`config.mk`:
```
export PLATFORM = sky130hd
export DESIGN_NAME = tt_um_jleugeri_ttt_bitvec_iter
export DESIGN_NICKNAME = d
export VERILOG_FILES = /design/src/rtl/tt_um_jleugeri_ttt_bitvec_iter.sv
export SDC_FILE = /design/constraint.sdc
export NUM_CORES = 1
export LEC_CHECK = 0
export ABC_AREA = 1
export BUFFER_PORTS_ARGS = -buffer_cell sky130_fd_sc_hd__buf_2
export CAP_MARGIN = 5
export CORE_MARGIN = 1
export CORE_UTILIZATION = 54
export DETAILED_ROUTE_END_ITERATION = 7
export HOLD_SLACK_MARGIN = 0.12
export PLACE_DENSITY = 0.79
export SLEW_MARGIN = 20
export SYNTH_ARGS = -nofsm -noshare
export SYNTH_HDL_FRONTEND = slang
export SYNTH_SLANG_ARGS = --single-unit
```
`constraint.sdc`:
```
create_clock -name clk -period 4.3 [get_ports clk]
set_input_delay 0.215 -clock clk [delete_from_list [all_inputs] [get_ports clk]]
set_output_delay 0.215 -clock clk [all_outputs]
set_load 0.05 [all_outputs]
```
`src/rtl/tt_um_jleugeri_ttt_bitvec_iter.sv`:
```
// rtl/tt_um_jleugeri_ttt_bitvec_iter.sv - set-bit iterator: captures a vector, emits one set-bit index per handshake
module tt_um_jleugeri_ttt_bitvec_iter #(
  parameter int SIZE  = 16,
  parameter int ORDER = 0,
  parameter int IW    = $clog2(SIZE)
) (
  input  logic            clk,
  input  logic            rst,
  input  logic [SIZE-1:0] in_vec,
  input  logic            in_valid,
  output logic            in_ready,
  input  logic            flush,
  output logic [IW-1:0]   out_idx,
  output logic            out_valid,
  input  logic            out_ready,
  output logic            out_last,
  output logic            nonempty,
  output logic [IW:0]     remaining,
  output logic            done
);

  logic [SIZE-1:0]   pending_q, pending_d;
  logic [IW-1:0]     ptr_q, ptr_d;
  logic              done_q, done_d;

  logic [IW:0]       cnt;
  logic [IW-1:0]     sel_idx;
  logic [IW-1:0]     rot_off;
  logic [2*SIZE-1:0] dbl;
  logic [SIZE-1:0]   rot;

  always_comb begin
    cnt = '0;
    for (int i = 0; i < SIZE; i++) begin
      cnt = cnt + {{IW{1'b0}}, pending_q[i]};
    end
  end

  // Round-robin: rotate so ptr+1 sits at bit 0, take the lowest set bit, then map back modulo SIZE.
  always_comb begin
    sel_idx = '0;
    rot_off = '0;
    dbl     = {pending_q, pending_q};
    rot     = SIZE'(dbl >> ({1'b0, ptr_q} + 1'b1));
    if (ORDER == 1) begin
      for (int i = 0; i < SIZE; i++) begin
        if (pending_q[i]) sel_idx = IW'(i);
      end
    end else if (ORDER == 2) begin
      for (int j = SIZE - 1; j >= 0; j--) begin
        if (rot[j]) rot_off = IW'(j);
      end
      sel_idx = ptr_q + IW'(1) + rot_off;
    end else begin
      for (int i = SIZE - 1; i >= 0; i--) begin
        if (pending_q[i]) sel_idx = IW'(i);
      end
    end
  end

  assign nonempty  = |pending_q;
  assign out_valid = nonempty;
  assign in_ready  = !nonempty;
  assign remaining = cnt;
  assign out_last  = (cnt == (IW+1)'(1));
  assign out_idx   = nonempty ? sel_idx : '0;
  assign done      = done_q;

  // Flush wins over consume and load; consume and load are mutually exclusive via in_ready.
  always_comb begin
    pending_d = pending_q;
    ptr_d     = ptr_q;
    done_d    = 1'b0;
    if (flush) begin
      pending_d = '0;
      done_d    = nonempty;
    end else if (out_valid && out_ready) begin
      pending_d = pending_q & ~(SIZE'(1) << out_idx);
      if (ORDER == 2) ptr_d = out_idx;
      done_d    = out_last;
    end else if (in_valid && in_ready) begin
      pending_d = in_vec;
      done_d    = ~|in_vec;
    end
  end

  always_ff @(posedge clk) begin
    if (rst) begin
      pending_q <= '0;
      ptr_q     <= IW'(SIZE - 1);
      done_q    <= 1'b0;
    end else begin
      pending_q <= pending_d;
      ptr_q     <= ptr_d;
      done_q    <= done_d;
    end
  end

endmodule

```
==> summary.txt <==
Routing
  • Vias: between 1,500 and 2,000
  • Routed wl met2: between 1.5 and 2 mm
  • Drt drc: 0
  • First DRT Iteration DRCs: about 110
  • Final ANT Viol Nets: 0
  • Routed WL per cell: ~15 um
  • Uppermost layer routed: met4
  • Vias/cell: a little under 6
  • TritonRoute pass-1 iters: 5
  • Total Wirelength: 4.30 mm
  • Wl on met1: approximately 1.9 mm
  • Metal3 WL: approximately 340 um

Layout
  • Post-layout net count: between 200 and 300
  • Non-filler cells, final: between 200 and 300
  • Ratio of cells with drive above 1 in the final layout: 0.318
  • Layout area overhead: 19.8%
  • Antenna cell count: 0
  • Final Util: 0.688
  • Fill cells: roughly 240

Die
  • Die ar.: 3180 um2
  • Die X: between 50 and 60 um
  • Initial Util: 0.574
  • Core region area: between 2000 and 3000 um2
  • Rows: 19
  • Die Height: between 50 and 60 um
  • Io pins: 35

Clocking
  • CTS root buffer: clkbuf_4
  • Worst-case clock buffer depth: 2
  • CTS clk-pin slew, worst paths: 0.10 ns
  • Clock sinks: 17
  • CTS buffer count: 3
  • Worst-Skew Late Latency: ~0.3 ns
  • CTS tree: yes
  • # H-tree levels: 1

Timing
  • Crit path time final: 4.27 ns
  • Worst rel slew slack: 0.345
  • Final worst-path cycle share: 0.994
  • Setup-failing EPs final: 0
  • Fin. max-slew vios: 0
  • RSZ-0062 raised after global routing: true
  • Worst slew pin tran: approximately 1 ns
  • Max Freq: approximately 230 MHz
  • Final hold violations: 0
  • Skew final: about 0.0027 ns

Synthesis
  • Ranking of synthesized cells by area: dfxtp_1, fa_1, nand2_1, o21ai_0, inv_1
  • Post-synth EDFFs: 0
  • Seq/Total Area, Yosys: 0.213
  • Syn nets: approximately 250
  • Main flop type after synthesis: dfxtp_1
  • Async SR Flop Fraction: 0
  • Post-synthesis register bit count: 17
  • Synthesized cell area: 1600 um2
  • Cell count after synthesis: around 220
  • Yosys cell types: 32
  • Post-synth top area share: 0.213
  • Total number of yosys warnings: 0
  • Syn Area/Cell: 7.40 um2
  • Top-count cell post-synth: nand2_1
  • Cell taking the most area after synthesis: dfxtp_1
  • Synth top cells by count: nand2_1, inv_1, o21ai_0, dfxtp_1, a21oi_1

Critical path
  • Crit-path max FO: 3
  • Crit path DAT: slightly above 4 ns
  • Critical Path RT: 4.09 ns
  • Reg2Reg Setup Slack: 0.28 ns
  • Setup CP Type: flop to output pin
  • Crit. End Element: output pin
  • Startpoint types: flop

Min path
  • Hold WC Path Type: input port to flop

Flow run
  • Max Cap Viol: 0

Place
  • Post-DP HPWL: approximately 3.5 mm
  • Placed Cells: between 200 and 300
  • IO Port Bufs: 34
  • Routability cong.: 0.911

Run status
  • Status: completed

GRT
  • Gr usage total: 0.294
  • Vias in the first global route: 1,516
  • Overflow after GRT: 0
  • First-pass GRT wire length: approximately 7.1 mm
  • Antenna violations before repair: 0
  • Pin count of the biggest net entering global routing: 24
==> through the flow <==
stage / TNS, ns / instance area (um2) / worst slack, ns / hold slack, ns
after global routing: -0.0932 / 1910 / -0.0932 / 0.254
after global placement: 0 / 1800 / 0.197 / 0.396
after CTS: 0 / 1910 / 0.00738 / 0.235
final: 0 / 1910 / 0.0263 / 0.236
after detailed placement: 0 / 1800 / 0.136 / 0.402
after floorplan: -0.0875 / 1650 / -0.0875 / 0.293
==> what timing repair did <==
item | CTS | global route
setup buffers | 5 | 0
hold buffers | 2 | 0
hold endpoints to repair | 1 | 0
resized for setup | 12 | 5
endpoints found under the setup margin | 1 | 2
pin swaps | 6 | 0
==> layer usage <==
| layer | track usage | up-vias |
|---|---|---|
| met3 | 0.0276 | 13 |
| met5 | 0 | - |
| met4 | 0.125 | 0 |
| li1 | - | 811 |
| met2 | 0.469 | 88 |
| met1 | 0.408 | 747 |
==> state kept, by name, indices dropped and copies added, names as in the netlist <==
register and count:
done 1, pending_q 16
==> cell usage in the layout, fill, tap and decap left out, drive strengths merged <==
| master | instances |
|---|---|
| nand2 | 44 |
| buf | 39 |
| inv | 39 |
| o21ai | 26 |
| dfxtp | 17 |
| a21oi | 16 |
| nand3 | 13 |
| fa | 10 |
| nor2 | 8 |
| o311ai | 8 |
| nand4 | 7 |
| ha | 6 |
| nor4 | 6 |
| o21bai | 4 |
| clkbuf | 4 |
| a211oi | 2 |
| dlygate4sd3 | 2 |
| xor2 | 1 |
| xnor2 | 1 |
| nor3 | 1 |
| clkinv | 1 |
==> worst max-delay path, cell delays in order (launching register included) <==
cell	delay, ns
dfxtp_4	0.37
inv_2	0.05
fa_1	0.57
fa_1	0.44
fa_1	0.51
fa_1	0.40
inv_1	0.07
ha_2	0.16
inv_1	0.05
fa_2	0.41
xnor2_4	0.16
nor4_4	0.36
buf_6	0.21
==> worst paths after layout <==
path	from	endpoint	depth (start not counted)
setup / recovery	pending_q[9]	out_last	12
hold reg to reg	pending_q[6]	pending_q[6]	2
setup reg to reg	pending_q[9]	done	14
hold / removal	in_vec[10]	pending_q[10]	3
==> layout make-up <==
cell class | instances | area [um2] | share of cell area
Tap cell | 31 | 38.8 | 0.0203
Inverter | 40 | 158 | 0.0824
Timing Repair Buffer | 41 | 240 | 0.125
Sequential cell | 17 | 352 | 0.184
Multi-Input combinational cell | 153 | 1100 | 0.575
Clock buffer | 4 | 26.3 | 0.0137
==> cells by family after synthesis <==
logic type | after synthesis | synth area share
buffers and inverters | 46 | 0.130
XOR/XNOR | 2 | 0.0110
flip-flops | 17 | 0.213
AND/OR/NAND/NOR | 79 | 0.270
adder cells (fa/ha/maj) | 16 | 0.172
AO/OA/AOI/OAI | 56 | 0.204
Power is left out: the tool's default activity adds up to more than one toggle a clock period on the data nets, which glitch-free logic cannot reach.
